==> src/rtl/neurochip_cfg_loader.sv <==
// neurochip_cfg_loader: serialises configuration bytes LSB-first onto the
// neuron-array scan chain (one config_en pulse per chain bit), optionally
// rotates the chain to verify the load, then pulses reset_nn to arm the array.
// Optional feature macro: CFG_CHAIN_VERIFY_EN (rotate-back CRC-8 verify pass).
`timescale 1ns/1ps
module neurochip_cfg_loader #(
   parameter int unsigned CHAIN_LEN     = 523,
   parameter int unsigned NN_RST_CYCLES = 1,
   parameter int unsigned CNT_W         = $clog2(CHAIN_LEN + 1)
) (
   input  logic       clk,
   input  logic       rst_n,
   input  logic       start,
   input  logic       abort,
   input  logic [7:0] cfg_data,
   input  logic       cfg_valid,
   output logic       cfg_ready,
   output logic       config_en,
   output logic       chain_bs_in,
   input  logic       chain_bs_out,
   output logic       reset_nn,
   output logic       busy,
   output logic       done,
   output logic       err,
   output logic       verify_ok
);

   localparam int unsigned RST_W = (NN_RST_CYCLES > 1) ? $clog2(NN_RST_CYCLES) : 1;
   localparam logic [CNT_W-1:0] CNT_LAST = CNT_W'(CHAIN_LEN - 1);
   localparam logic [RST_W-1:0] RST_LAST = RST_W'(NN_RST_CYCLES - 1);

   typedef enum logic [2:0] {
      IDLE,
      LOAD,
      SHIFT,
`ifdef CFG_CHAIN_VERIFY_EN
      VERIFY,
`endif
      NNRST,
      DONE
   } state_t;

   state_t           state, state_nxt;
   logic [CNT_W-1:0] cnt, cnt_nxt;
   logic [2:0]       bidx, bidx_nxt;
   logic [7:0]       shreg, shreg_nxt;
   logic [RST_W-1:0] rcnt, rcnt_nxt;
   logic             err_nxt;
   logic             en_nxt;
   logic             bs_q;

`ifdef CFG_CHAIN_VERIFY_EN
   logic [7:0] in_crc, in_crc_nxt, out_crc, out_crc_nxt;
   logic       vok_q, vok_nxt;

   function automatic logic [7:0] crc8_step(input logic [7:0] c, input logic b);
      logic fb;
      fb = c[7] ^ b;
      return {c[6:0], 1'b0} ^ (fb ? 8'h07 : 8'h00);
   endfunction
`endif

   // Next-state, counters, shift register and CRC updates
   always_comb begin
      state_nxt = state;
      cnt_nxt   = cnt;
      bidx_nxt  = bidx;
      shreg_nxt = shreg;
      rcnt_nxt  = rcnt;
      err_nxt   = err;
`ifdef CFG_CHAIN_VERIFY_EN
      in_crc_nxt  = in_crc;
      out_crc_nxt = out_crc;
      vok_nxt     = vok_q;
`endif
      case (state)
         IDLE: begin
            if (start && !abort) begin
               state_nxt = LOAD;
               err_nxt   = 1'b0;
`ifdef CFG_CHAIN_VERIFY_EN
               in_crc_nxt  = 8'h00;
               out_crc_nxt = 8'h00;
`endif
            end
         end
         LOAD: begin
            if (cfg_valid && cfg_ready) begin
               shreg_nxt = cfg_data;
               bidx_nxt  = 3'd0;
               state_nxt = SHIFT;
            end
         end
         SHIFT: begin
`ifdef CFG_CHAIN_VERIFY_EN
            in_crc_nxt = crc8_step(in_crc, shreg[0]);
`endif
            shreg_nxt = {1'b0, shreg[7:1]};
            bidx_nxt  = bidx + 3'd1;
            // chain end wins over byte end: leftover bits of the last byte are dropped
            if (cnt == CNT_LAST) begin
               cnt_nxt = '0;
`ifdef CFG_CHAIN_VERIFY_EN
               state_nxt = VERIFY;
`else
               state_nxt = NNRST;
`endif
            end else begin
               cnt_nxt = cnt + CNT_W'(1);
               if (bidx == 3'd7) begin
                  state_nxt = LOAD;
               end
            end
         end
`ifdef CFG_CHAIN_VERIFY_EN
         VERIFY: begin
            out_crc_nxt = crc8_step(out_crc, chain_bs_out);
            if (cnt == CNT_LAST) begin
               cnt_nxt = '0;
               vok_nxt = (in_crc == out_crc_nxt);
               if (in_crc != out_crc_nxt) begin
                  err_nxt   = 1'b1;
                  state_nxt = DONE;
               end else begin
                  state_nxt = NNRST;
               end
            end else begin
               cnt_nxt = cnt + CNT_W'(1);
            end
         end
`endif
         NNRST: begin
            if (rcnt == RST_LAST) begin
               rcnt_nxt  = '0;
               state_nxt = DONE;
            end else begin
               rcnt_nxt = rcnt + RST_W'(1);
            end
         end
         DONE: begin
            state_nxt = IDLE;
         end
         default: begin
            state_nxt = IDLE;
         end
      endcase

      // abort overrides whatever the active state decided, leaving verify_ok alone
      if (abort && (state != IDLE) && (state != DONE)) begin
         state_nxt = IDLE;
         cnt_nxt   = '0;
         rcnt_nxt  = '0;
         err_nxt   = 1'b1;
`ifdef CFG_CHAIN_VERIFY_EN
         vok_nxt = vok_q;
`endif
      end

      en_nxt = (state_nxt == SHIFT);
`ifdef CFG_CHAIN_VERIFY_EN
      if (state_nxt == VERIFY) begin
         en_nxt = 1'b1;
      end
`endif
   end

   // State, datapath and registered outputs (decoded from the next state)
   always_ff @(posedge clk or negedge rst_n) begin
      if (!rst_n) begin
         state     <= IDLE;
         cnt       <= '0;
         bidx      <= '0;
         shreg     <= '0;
         rcnt      <= '0;
         err       <= 1'b0;
         cfg_ready <= 1'b0;
         config_en <= 1'b0;
         bs_q      <= 1'b0;
         reset_nn  <= 1'b0;
         busy      <= 1'b0;
         done      <= 1'b0;
      end else begin
         state     <= state_nxt;
         cnt       <= cnt_nxt;
         bidx      <= bidx_nxt;
         shreg     <= shreg_nxt;
         rcnt      <= rcnt_nxt;
         err       <= err_nxt;
         cfg_ready <= (state_nxt == LOAD);
         config_en <= en_nxt;
         bs_q      <= (state_nxt == SHIFT) ? shreg_nxt[0] : 1'b0;
         reset_nn  <= (state_nxt == NNRST);
         busy      <= (state_nxt != IDLE);
         done      <= (state_nxt == DONE);
      end
   end

`ifdef CFG_CHAIN_VERIFY_EN
   // CRC accumulators and verify result
   always_ff @(posedge clk or negedge rst_n) begin
      if (!rst_n) begin
         in_crc  <= 8'h00;
         out_crc <= 8'h00;
         vok_q   <= 1'b1;
      end else begin
         in_crc  <= in_crc_nxt;
         out_crc <= out_crc_nxt;
         vok_q   <= vok_nxt;
      end
   end

   assign verify_ok   = vok_q;
   // during verify the chain is closed into a ring through the loader
   assign chain_bs_in = (state == VERIFY) ? chain_bs_out : bs_q;
`else
   logic unused_bs_out;
   assign unused_bs_out = chain_bs_out;
   assign verify_ok     = 1'b1;
   assign chain_bs_in   = bs_q;
`endif

endmodule

==> config.mk <==
export PLATFORM = sky130hd
export DESIGN_NAME = neurochip_cfg_loader
export DESIGN_NICKNAME = d
export VERILOG_FILES = /design/src/rtl/neurochip_cfg_loader.sv
export SDC_FILE = /design/constraint.sdc
export NUM_CORES = 1
export LEC_CHECK = 0
export ABC_AREA = 1
export BUFFER_PORTS_ARGS = -buffer_cell sky130_fd_sc_hd__buf_4
export CELL_PAD_IN_SITES_DETAIL_PLACEMENT = 2
export CELL_PAD_IN_SITES_GLOBAL_PLACEMENT = 2
export CORE_ASPECT_RATIO = 1.1
export CORE_MARGIN = 5
export CORE_UTILIZATION = 34
export CTS_CLUSTER_SIZE = 8
export DETAILED_ROUTE_END_ITERATION = 10
export GPL_ROUTABILITY_DRIVEN = 0
export GPL_TIMING_DRIVEN = 0
export PLACE_DENSITY_LB_ADDON = 0.12
export SYNTH_ARGS = -nofsm -noshare
export SYNTH_HDL_FRONTEND = slang
export SYNTH_SLANG_ARGS = --single-unit
==> constraint.sdc <==
create_clock -name clk -period 1.7 [get_ports clk]
set_input_delay 0.085 -clock clk [delete_from_list [all_inputs] [get_ports clk]]
set_output_delay 0.085 -clock clk [all_outputs]
set_load 0.02 [all_outputs]
# [Word level (Yosys, flattened, before mapping)]
# Cells that the tools add are included.
[totals] register_bits=32 in_bits=14 output_inout_bits=8 wordCells=63
[op_classes] addsub=3 n_eq_ne=11 mux=21 n_reduce_logical=15
[op_table] op="$mux 10" count=3
[op_table] op="$mux 3" count=7
[op_table] op="$pmux 8 s2" count=1
[op_table] op="$eq 3x2->1 const B" count=4
[op_table] op="$pmux 3 s4" count=1
[op_table] op="$add 10x1->10 const B" count=1
[op_table] op="$eq 10x10->1 const B" count=1
[op_table] op="$reduce_bool 2->1" count=5
[op_table] op="$mux 8" count=1
[op_table] op="$mux 1" count=7
[op_table] op="$eq 3x1->1 const B" count=2
[op_table] op="$eq 3x3->1 const B" count=2
[op_table] op="$pmux 3 s2" count=1
[op_table] op="$reduce_bool 3->1" count=2
[op_table] op="$logic_and 1x1->1" count=4
[op_table] op="$reduce_and 2->1" count=2
[op_table] op="$add 3x1->3 const B" count=1
[op_table] op="$logic_not 3->1" count=1
[op_table] op="$ne 3x3->1 const B" count=1
[op_table] op="$ne 2x2->1 const B" count=1
[op_table] op="$add 1x1->1 const B" count=1
[op_table] op="$logic_not 1->1" count=1

# [Logic depth before layout (Yosys ltp)]
# Gate-level depths: netlist of run 1.
[depth] word_depth=7 mapped_depth=11 depth_no_buf=11

# [Least setup slack after synthesis of run 1]
# Ideal clock, no wire load.
[synth_path] path_type="flip-flop to flip-flop" startpoint="reg cnt[0]" endpoint="reg bs_q (netlist: chain_bs_in)" setup_ns=0.126 t_arrival_ns=1.257 t_required_ns=1.574 setup_slack_ns=0.317 stages_incl_launch_ff=12 n_path_buf=0 period_less_slack_ns=1.383 cell_sequence="dfrtp_1 inv_1 ha_1 nand2_1 nor2_1 nand3_1 nand2_1 nand2_1 nand2_1 nand2_2 nand2_2 nor2_1"
[synth_via] elab_chain_len=6
[synth_rtl] element="from (decl)" line_no="44" rtl="logic [CNT_W-1:0] cnt, cnt_nxt;"
[synth_rtl] element="from (signal assigned)" line_no="184" rtl="cnt <= cnt_nxt;"
[synth_rtl] element="$eq 10x10->1" line_no="101" rtl="if (cnt == CNT_LAST) begin"
[synth_rtl] element="$mux 3" line_no="101"
[synth_rtl] element="$pmux 3 s4" line_no="76" rtl="case (state)"
[synth_rtl] element="$mux 3" line_no="149" rtl="if (abort && (state != IDLE) && (state != DONE)) begin"
[synth_rtl] element="$eq 3x2->1" line_no="191" rtl="bs_q <= (state_nxt == SHIFT) ? shreg_nxt[0] : 1'b0;"
[synth_rtl] element="$mux 1" line_no="191"
[synth_rtl] element="to (signal assigned)" line_no="191"
[synth_rtl] element="to (decl)" line_no="50" rtl="logic bs_q;"
# No other way between the ends.
# A chain may end at the register's enable or synchronous reset.

# [Worst setup path after layout of run 1]
# Ends and elaborated chain as after synthesis.

==> impl_metrics.csv, run 1 <==
group,metric,value,unit
status,status,"finished clean",
critical_path,timing.rr.start,"cnt[0]$_DFFE_PN0P_",
synth,netlist.area_leader.share,49.9,%
synth,ys_seq_elements,31,
layout,fin_cells,262,
detailed_routing,dr.first_iter.drc_count,15,
floorplanning,chipHeight,80.9,µm
detailed_routing,routed_wire_length_per_instance,16.0,µm
synth,synthesis.instances,178,
clocking,clock_insertion_delay_worst_skew,280,ps
synth,synth-seq-area-share,49.9,%
floorplanning,ios,22,
pwr,p_total,2290,µW
critical_path,rr_worst_depth,11,
layout,nNetsFinal,225,
global_routing,grt_antenna_before_repair,0,
synth,cell_taking_the_most_area_after_synthesis,"dfrtp_1",
global_routing,grt_pass1_vias,1506,
clocking,cts_inserted_buffers,5,
synth,async_reset_ff_share,100,%
clocking,numClockSinks,31,
pwr,peakVddDrop,0.554,mV
global_routing,grt_overflow,0,
synth,post_synth_main_area_contributors,"dfrtp_1 (50%), nand2_1 (6.8%), inv_1 (6.3%)",
detailed_routing,routed_wl,4200,µm
critical_path,worst_setup_path_start_kind,"flip-flop",
critical_path,crit_path_max_fanout,5,
synth,ys.flop_type,"dfrtp_1",
clocking,clk_pin_slew_worst_paths,60,ps
pwr,power.static_leakage,0.000963,µW
place,placed_wire_length_estimate,3110,µm
place,portBuffers,19,
critical_path,worstPathRequired,1860,ps
timing,clock_skew,4.17,ps
synth,synth_area,1560,µm²
synth,post-synth-top-count-cell,"dfrtp_1",
critical_path,criticalPathCategory,"flip-flop to flip-flop",
timing,period_needed,1550,ps
floorplanning,die_footprint,6030,µm²
clocking,h-tree-depth,2,
global_routing,maximum_number_of_pins_on_one_net_before_global_route_repair,32,
synth,synth-edff-count,0,
timing,report.final.slew_viol_count,0,
min_path,worst_hold_path.num_cells,2,
timing,report.final.setup_viol,0,
detailed_routing,drc_errors,0,
place,post-place-cells,251,
flow_run,max_cap_viol_count,0,
detailed_routing,route.vias.total,1321,
synth,post_synthesis_area_per_instance,8.74,µm²
pwr,power.density,1210,nW/µm²
synth,synthDistinctLibCells,33,
min_path,hold_path_startpoint,"abort",
synth,synthTopCellsByCount,"dfrtp_1 (31), nand2_1 (28), inv_1 (26)",
timing,fmax,644,MHz
floorplanning,std_cell_rows,25,
floorplanning,core-area,4380,µm²
detailed_routing,detail_route.first_pass.iterations,4,
global_routing,grt_use_total,15.8,%
timing,timing.setup.tns,0,ps
critical_path,rr_endpoint,"chain_bs_in$_DFF_PN0_",
timing,final_critical_path_share_of_the_clock_period,91.3,%
critical_path,worst_ep_arrival_time,1710,ps
critical_path,endpoint_kind,"flip-flop",
floorplanning,die_width,74.5,µm
layout,antenna_cells,0,
clocking,clk_root_buffer_cell,"clkbuf_8",
layout,areaGrowthSynthToFinish,21.9,%
critical_path,regToRegSetupSlack,150,ps
floorplanning,initial_utilization,35.5,%
clocking,cts_tree,"yes",
clocking,cts_buffer_depth,2,
min_path,hold_class,"input pin to flip-flop",
detailed_routing,antenna_violating_nets_post_route,0,
min_path,holdPathEnd,"done$_DFF_PN0_",
global_routing,grt_pass1_wl,7200,µm
synth,yosysWarningCount,0,
layout,drive_above_1_share,23.6,%
detailed_routing,drt-vias-per-instance,5.04,
timing,rsz0062_at_grt,"no",
synth,number_of_nets_produced_by_synthesis,196,
timing,final_hold_viol_count,0,
[power breakdown]
| part | leakage (µW) | switching, µW | internal [µW] | total [µW] |
|---|---|---|---|---|
| combinational | 0.000499 | 449 | 225 | 674 |
| clock | 0.0000515 | 271 | 369 | 640 |
| sequential | 0.000413 | 82.2 | 892 | 974 |
| total | 0.000963 | 802 | 1490 | 2290 |
[logic make-up after synthesis]
family | Yosys count | synth area share, %
compound gates | 25 | 11.1
simple gates | 82 | 26.1
buf+inv | 35 | 9.41
flops | 31 | 49.9
other cells | 1 | 0.241
fa+ha+maj | 4 | 3.22
[routing by layer]
layer	part of all wire (%)	global-route usage, %	up-vias
li1	-	-	639
met1	39	17.8	656
met2	57	29.2	22
met3	2.9	3.47	4
met4	1.1	5.16	0
met5	0	0	-
[critical path, stage by stage, from the launching register on]
cell,delay (ps)
dfrtp_1,400
inv_2,80
ha_1,140
nand2_1,50
nor2_1,120
nand3_2,160
nand2_1,110
nand2_1,50
nand2_1,70
nand2_2,100
nand2_2,100
nor2_1,40
[cell type report]
class / count / area (µm²)
fillers: 511 / 2480
well taps: 54 / 67.6
repair buffers: 22 / 168
inverters: 33 / 128
multi-input cells: 112 / 638
flip-flops and latches: 31 / 776
clock buffers: 8 / 100
plain buffers: 2 / 18.8
[sequential cells by signal (all words and copies together), names as in the netlist]
name         flops
shreg            8
busy             1
cnt             10
chain_bs_in      1
bidx             3
err              1
reset_nn         1
state            3
config_en        1
cfg_ready        1
done             1
[per-stage QoR]
step           hold WS, ps  worst slack, ps  instance area, µm²  utilization [%]
2_1_floorplan         -211              317                1560                -
3_3_place_gp          40.9             81.2                1770             40.3
3_5_place_dp          47.4             8.56                1770             40.3
4_1_cts               12.3             46.7                1880             42.9
5_1_grt               5.68             7.19                1900             43.3
6_report              15.3              148                1900             43.3
[repair_timing]
| action | in CTS | in global routing |
|---|---|---|
| endpoints found under the setup margin | 2 | 4 |
| resized for setup | 1 | 1 |
| endpoints found under the hold margin | 31 | 0 |
| hold buffers | 1 | 0 |
| buffers inserted | 0 | 2 |
[cells in the final DEF, fill, tap and decap left out, types with 2 or more instances in the layout]
cell,netlist,final
a21oi_1,5,5
a22o_1,2,2
buf_4,1,22
clkbuf_8,0,7
dfrtp_1,31,31
ha_1,4,4
inv_1,26,25
inv_2,4,5
nand2_1,28,28
nand2_2,2,2
nand2_4,3,3
nand3_1,11,10
nand3_2,2,3
nand4_1,6,6
nor2_1,22,22
nor3_1,3,3
nor4_1,2,2
o21ai_0,7,7
o221ai_1,4,4
[worst max path at each step]
stage | from | endpoint | slack [ps] | cells after the start
2_1_floorplan | cnt[0]$_DFFE_PN0P_ | chain_bs_in$_DFF_PN0_ | 320 | 11
3_3_place_gp | cnt[0]$_DFFE_PN0P_ | cnt[2]$_DFFE_PN0P_ | 80 | 9
3_5_place_dp | cnt[0]$_DFFE_PN0P_ | chain_bs_in$_DFF_PN0_ | 9 | 11
4_1_cts | cnt[0]$_DFFE_PN0P_ | chain_bs_in$_DFF_PN0_ | 50 | 11
5_1_grt | state[1]$_DFF_PN0_ | cnt[4]$_DFFE_PN0P_ | 7 | 5
6_report | cnt[0]$_DFFE_PN0P_ | chain_bs_in$_DFF_PN0_ | 150 | 11
Note: power is estimated with default switching activity, not from simulation.
==> inputs of run 2 (changes only) <==
--- a/config.mk
+++ b/config.mk
@@ -9,7 +9,7 @@
 export BUFFER_PORTS_ARGS = -buffer_cell sky130_fd_sc_hd__buf_4
 export CELL_PAD_IN_SITES_DETAIL_PLACEMENT = 2
 export CELL_PAD_IN_SITES_GLOBAL_PLACEMENT = 2
-export CORE_ASPECT_RATIO = 1.1
+export CORE_ASPECT_RATIO = 1.5
 export CORE_MARGIN = 5
 export CORE_UTILIZATION = 34
 export CTS_CLUSTER_SIZE = 8
==> run 2 against run 1 <==
Effect of this change:
- core utilization decreased by 1.1 points
- die area up 0.44%
- total power down 2.8%
- maximum frequency increased by 1.7%
- wire length fell by 3.8%
- combinational power fell by 1%
- largest cell class unchanged
- largest power group unchanged
==> impl_metrics.csv, run 2 (same netlist as run 1, synthesis figures left out) <==
group,metric,value,unit
layout,antenna_cells,0,
floorplanning,chipHeight,92.8,µm
global_routing,grt_use_total,15.0,%
clocking,cts_inserted_buffers,5,
critical_path,endpoint_kind,"flip-flop",
layout,drive_above_1_share,24.9,%
pwr,peakVddDrop,0.465,mV
pwr,p_comb_share,29.9,%
min_path,hold_path_startpoint,"abort",
critical_path,timing.rr.start,"cnt[0]$_DFFE_PN0P_",
pwr,p_total,2220,µW
detailed_routing,drc_errors,0,
clocking,numClockSinks,31,
floorplanning,initial_utilization,34.8,%
layout,most_used_cells_in_the_layout_excluding_fill_and_tap_cells,"dfrtp_1 (31), nand2_1 (27), inv_1 (24)",
layout,fin_cells,253,
clocking,clk_root_buffer_cell,"clkbuf_8",
global_routing,grt_pass1_vias,1490,
critical_path,crit_path_max_fanout,5,
global_routing,grt_pass1_wl,6870,µm
critical_path,worst_setup_path_start_kind,"flip-flop",
min_path,worst_hold_path.num_cells,2,
critical_path,rr_worst_depth,11,
pwr,power_frac_clock,26.0,%
detailed_routing,route.vias.total,1318,
floorplanning,std_cell_rows,30,
timing,rsz0062_at_grt,"no",
detailed_routing,routed_wl,4040,µm
critical_path,worstPathRequired,1850,ps
clocking,cts_buffer_depth,2,
place,placement.setup.worst_slack,-10.0,ps
timing,clock_skew,6.55,ps
clocking,post-cts-setup-buffer-count,0,
floorplanning,die_width,65.2,µm
min_path,hold_class,"input pin to flip-flop",
detailed_routing,routed_wire_length_per_instance,16.0,µm
detailed_routing,detail_route.first_pass.iterations,2,
pwr,share_seq_of_total_power,44.0,%
critical_path,rr_endpoint,"chain_bs_in$_DFF_PN0_",
layout,areaGrowthSynthToFinish,21.1,%
timing,final_hold_viol_count,0,
timing,report.final.setup_viol,0,
layout,final_common_cell,"dfrtp_1",
timing,report.final.slew_viol_count,0,
critical_path,regToRegSetupSlack,170,ps
layout,finish.instance_area,1880,µm²
layout,largest_register,"cnt",
critical_path,worst_ep_arrival_time,1680,ps
global_routing,grt_overflow,0,
floorplanning,ios,22,
clocking,clock_insertion_delay_worst_skew,280,ps
layout,largest_reg_flops,10,
detailed_routing,dr.first_iter.drc_count,21,
critical_path,path_common_cell,"nand2_1",
layout,nNetsFinal,223,
pwr,cell_internal_pwr,1440,µW
clocking,cts_tree,"yes",
place,portBuffers,19,
pwr,power.static_leakage,0.000948,µW
status,status,"finished clean",
critical_path,worstPathCellList,"inv_2 -> ha_1 -> nand2_1 -> nor2_2 -> nand3_4 -> nand2_1 -> nand2_1 -> nand2_1 -> nand2_2 -> nand2_2 -> nor2_1",
min_path,holdPathEnd,"done$_DFF_PN0_",
critical_path,worst_path_dominant_cell_family,"simple AND/OR/NAND/NOR gates",
layout,finalCoreUtilization,42.2,%
critical_path,worst_path_largest_cell_delay,400,ps
detailed_routing,drt-vias-per-instance,5.21,
floorplanning,core-area,4470,µm²
timing,fmax,655,MHz
clocking,clk_pin_slew_worst_paths,70,ps
global_routing,maximum_number_of_pins_on_one_net_before_global_route_repair,32,
critical_path,worstSetupPathDepth,11,
pwr,sw_frac_of_total,35.4,%
place,post-place-cells,245,
critical_path,cp.buffers_inverters,1,
timing,fin_ws,174,ps
global_routing,grt_antenna_before_repair,0,
place,placed_wire_length_estimate,3140,µm
pwr,power.density,1180,nW/µm²
place,detailed_place.area,1760,µm²
layout,layout_top_registers,"cnt (10), shreg (8)",
critical_path,worst_path_max_delay_cell,"dfrtp_1",
timing,final_critical_path_share_of_the_clock_period,89.8,%
floorplanning,die_footprint,6050,µm²
critical_path,criticalPathCategory,"flip-flop to flip-flop",
clocking,h-tree-depth,2,
timing,period_needed,1530,ps
flow_run,max_cap_viol_count,0,
detailed_routing,antenna_violating_nets_post_route,0,
pwr,p_switching,787,µW
## run 2: repair_timing
| item | in CTS | in global routing |
|---|---|---|
| hold buffers | 1 | 0 |
| endpoints found under the setup margin | 9 | 11 |
| pin swaps | 0 | 1 |
| hold endpoints to repair | 31 | 0 |
| resized for setup | 1 | 7 |
## run 2: area by class of cell
| type | instances | area (µm²) |
|---|---|---|
| plain buffers | 2 | 18.8 |
| multi-input cells | 112 | 661 |
| clock buffers | 6 | 82.6 |
| fillers | 510 | 2580 |
| clock inverters | 1 | 5.00 |
| flip-flops and latches | 31 | 776 |
| well taps | 48 | 60.1 |
| inverters | 33 | 128 |
| repair buffers | 20 | 153 |
## run 2: power groups by stage
| stage | Combinational [µW] | Sequential, µW | Clock [µW] |
|---|---|---|---|
| after floorplan | 409 | 1010 | 0 |
| after global placement | 644 | 974 | 0 |
| after detailed placement | 674 | 987 | 0 |
| after CTS | 679 | 976 | 598 |
| after global routing | 754 | 992 | 632 |
| final | 666 | 979 | 579 |
## run 2: worst max-delay path by stage
stage                       endpoint  slack, ps          startpoint
6_report       chain_bs_in$_DFF_PN0_        170  cnt[0]$_DFFE_PN0P_
5_1_grt        chain_bs_in$_DFF_PN0_         30  cnt[0]$_DFFE_PN0P_
4_1_cts        chain_bs_in$_DFF_PN0_         50  cnt[0]$_DFFE_PN0P_
3_5_place_dp      cnt[2]$_DFFE_PN0P_        -10  cnt[0]$_DFFE_PN0P_
3_3_place_gp      cnt[2]$_DFFE_PN0P_         30  cnt[0]$_DFFE_PN0P_
2_1_floorplan  chain_bs_in$_DFF_PN0_        320  cnt[0]$_DFFE_PN0P_
## run 2: through the flow
step | hold slack [ps] | TNS [ps]
finish | 20.7 | 0
global route | 18.4 | 0
CTS | 1.40 | 0
detailed placement | 43.0 | -14.6
global placement | 44.0 | 0
floorplan | -211 | 0
## run 2: layer usage
layer  track usage (%)  wire length (µm)
met1              14.9              1510
met2              29.4              2400
met3              2.67                85
met4              5.71                44
met5                 0                 0
==> inputs of run 3 (changes only) <==
--- a/config.mk
+++ b/config.mk
@@ -6,10 +6,10 @@
 export NUM_CORES = 1
 export LEC_CHECK = 0
 export ABC_AREA = 1
+export ABC_CLOCK_PERIOD_IN_PS = 1700
 export BUFFER_PORTS_ARGS = -buffer_cell sky130_fd_sc_hd__buf_4
 export CELL_PAD_IN_SITES_DETAIL_PLACEMENT = 2
 export CELL_PAD_IN_SITES_GLOBAL_PLACEMENT = 2
-export CORE_ASPECT_RATIO = 1.5
 export CORE_MARGIN = 5
 export CORE_UTILIZATION = 34
 export CTS_CLUSTER_SIZE = 8
==> run 3 against run 2 <==
Effect of this change:
- core utilization is 1.8 points higher
- largest cell class unchanged
- highest routed layer unchanged
- combinational power is 2% higher
- global-route usage hardly changed
- maximum frequency is 1.1% lower
- critical path depth stayed put
- critical endpoint unchanged
- first-iteration DRC count is 62% higher
- worst hold slack better by 27 ps
- total power is 8.0% higher
- wire length is 3.8% higher
- setup slack worse by 16 ps
- critical path type unchanged
- clock skew hardly changed
==> impl_metrics.csv, run 3 (same netlist as run 1, synthesis figures left out) <==
group,metric,value,unit
status,status,"finished clean",
detailed_routing,drc_errors,0,
place,post-place-cells,249,
pwr,power.static_leakage,0.000971,µW
layout,largest_register,"cnt",
layout,areaGrowthSynthToFinish,24.1,%
timing,clock_skew,6.66,ps
layout,final_common_cell,"dfrtp_1",
critical_path,timing.rr.start,"cnt[0]$_DFFE_PN0P_",
layout,layout_top_registers,"cnt (10), shreg (8)",
critical_path,crit_path_max_fanout,5,
flow_run,max_cap_viol_count,0,
timing,report.final.setup_viol,0,
critical_path,worst_setup_path_start_kind,"flip-flop",
critical_path,path_common_cell,"nand2_1",
timing,final_hold_viol_count,0,
pwr,peakVddDrop,0.641,mV
global_routing,grt_antenna_before_repair,0,
critical_path,crit_path_start,"cnt[0]$_DFFE_PN0P_",
critical_path,cp.buffers_inverters,1,
detailed_routing,routed_wl,4190,µm
timing,rsz0062_at_grt,"no",
critical_path,worst_ep_arrival_time,1700,ps
clocking,clk_root_buffer_cell,"clkbuf_8",
detailed_routing,dr.first_iter.drc_count,34,
global_routing,grt_overflow,0,
critical_path,worstPathCellList,"inv_2 -> ha_1 -> nand2_1 -> nor2_1 -> nand3_2 -> nand2_1 -> nand2_1 -> nand2_1 -> nand2_2 -> nand2_2 -> nor2_1",
global_routing,grt_use_total,15.0,%
layout,num-fill-cells,474,
place,placed_wire_length_estimate,3130,µm
timing,final_critical_path_share_of_the_clock_period,90.8,%
layout,drive_above_1_share,25.0,%
floorplanning,initial_utilization,35.5,%
detailed_routing,detail_route.first_pass.iterations,4,
layout,most_used_cells_in_the_layout_excluding_fill_and_tap_cells,"dfrtp_1 (31), nand2_1 (27), inv_1 (25)",
global_routing,grt_pass1_wl,7160,µm
layout,largest_reg_flops,10,
timing,fmax,648,MHz
clocking,h-tree-depth,2,
clocking,cts_inserted_buffers,5,
clocking,clk_pin_slew_worst_paths,70,ps
timing,hold_slack,47.8,ps
layout,antenna_cells,0,
timing,period_needed,1540,ps
critical_path,worstPathRequired,1860,ps
critical_path,worst_path_dominant_cell_family,"simple AND/OR/NAND/NOR gates",
pwr,power.density,1240,nW/µm²
critical_path,criticalPathCategory,"flip-flop to flip-flop",
floorplanning,core-area,4380,µm²
critical_path,worst_path_largest_cell_delay,410,ps
floorplanning,die_width,77.6,µm
floorplanning,die_footprint,6030,µm²
critical_path,worst_path_max_delay_cell,"dfrtp_1",
detailed_routing,antenna_violating_nets_post_route,0,
layout,nNetsFinal,225,
critical_path,endpoint_kind,"flip-flop",
layout,fin_cells,260,
clocking,numClockSinks,31,
detailed_routing,route.vias.total,1328,
global_routing,grt_pass1_vias,1520,
clocking,cts_buffer_depth,2,
clocking,clock_insertion_delay_worst_skew,280,ps
floorplanning,chipHeight,77.6,µm
floorplanning,std_cell_rows,24,
place,portBuffers,19,
detailed_routing,drt-vias-per-instance,5.11,
global_routing,maximum_number_of_pins_on_one_net_before_global_route_repair,32,
floorplanning,ios,22,
clocking,cts_tree,"yes",
timing,report.final.slew_viol_count,0,
detailed_routing,routed_wire_length_per_instance,16.1,µm
min_path,hold_class,"input pin to flip-flop",
min_path,hold_path_startpoint,"cfg_data[1]",
run 3: cell count changes in the layout (fill, tap and decap cells not counted):
| cell | delta |
|---|---|
| dlygate4sd3_1 | +1 |
| inv_1 | +1 |
| buf_4 | +1 |
| nand3_4 | -1 |
| bufinv_16 | +1 |
| clkinvlp_4 | +1 |
| nand3_2 | +1 |
| clkinv_1 | -1 |
| inv_2 | -1 |
| nor2_2 | -1 |
| nor2_1 | +1 |
run 3: through the flow:
| step | cell area (µm²) | setup TNS (ps) | util [%] | worst slack, ps | total power, µW |
|---|---|---|---|---|---|
| after global routing | 1930 | 0 | 44.0 | 26.2 | 2570 |
| final | 1930 | 0 | 44.0 | 157 | 2400 |
| after floorplan | 1560 | 0 | - | 317 | 1420 |
| after detailed placement | 1760 | -5.42 | 40.2 | -5.42 | 1670 |
| after CTS | 1910 | 0 | 43.5 | 52.5 | 2440 |
| after global placement | 1760 | 0 | 40.2 | 91.2 | 1610 |
run 3: cell type report:
type / instances / area [µm²] / area share, %
flip-flops and latches: 31 / 776 / 40.2
well taps: 52 / 65.1 / 3.37
clock buffers: 6 / 82.6 / 4.28
inverters: 33 / 131 / 6.81
clock inverters: 2 / 35.0 / 1.82
multi-input cells: 112 / 651 / 33.7
repair buffers: 22 / 170 / 8.82
plain buffers: 2 / 18.8 / 0.973
run 3: layer usage:
layer / vias up / track usage [%] / wire length, µm
li1: 637 / - / -
met1: 669 / 16.0 / 1700
met2: 16 / 28.2 / 2310
met3: 6 / 4.05 / 136
met4: 0 / 4.64 / 57
met5: - / 0 / 0
run 3: power breakdown:
group	switching (µW)	internal (µW)
Combinational	447	232
Clock	276	474
Sequential	81.4	891
Total	805	1600
run 3: worst paths after layout:
| kind | end | slack, ps | cells past startpoint |
|---|---|---|---|
| setup / recovery | chain_bs_in$_DFF_PN0_ | 160 | 11 |
| hold / removal | shreg[1]$_DFFE_PN0P_ | 50 | 3 |
| setup reg to reg | chain_bs_in$_DFF_PN0_ | 160 | 11 |
| hold reg to reg | shreg[1]$_DFFE_PN0P_ | 480 | 2 |
| max in group asynchronous | shreg[0]$_DFF_PN0_ | 1100 | 2 |
| min in group asynchronous | cnt[8]$_DFFE_PN0P_ | 300 | 2 |
run 3: repair_timing:
action                                 4_1_cts  5_1_grt
buffers inserted                             0        1
setup endpoints to repair                    6       10
gates resized for setup                      1        5
hold buffers                                 2        0
endpoints found under the hold margin       32        0
run 3: worst min-delay path, cell delays in order:
cell     delay [ps]
buf_4            80
a32oi_1          80
nand2_1          50
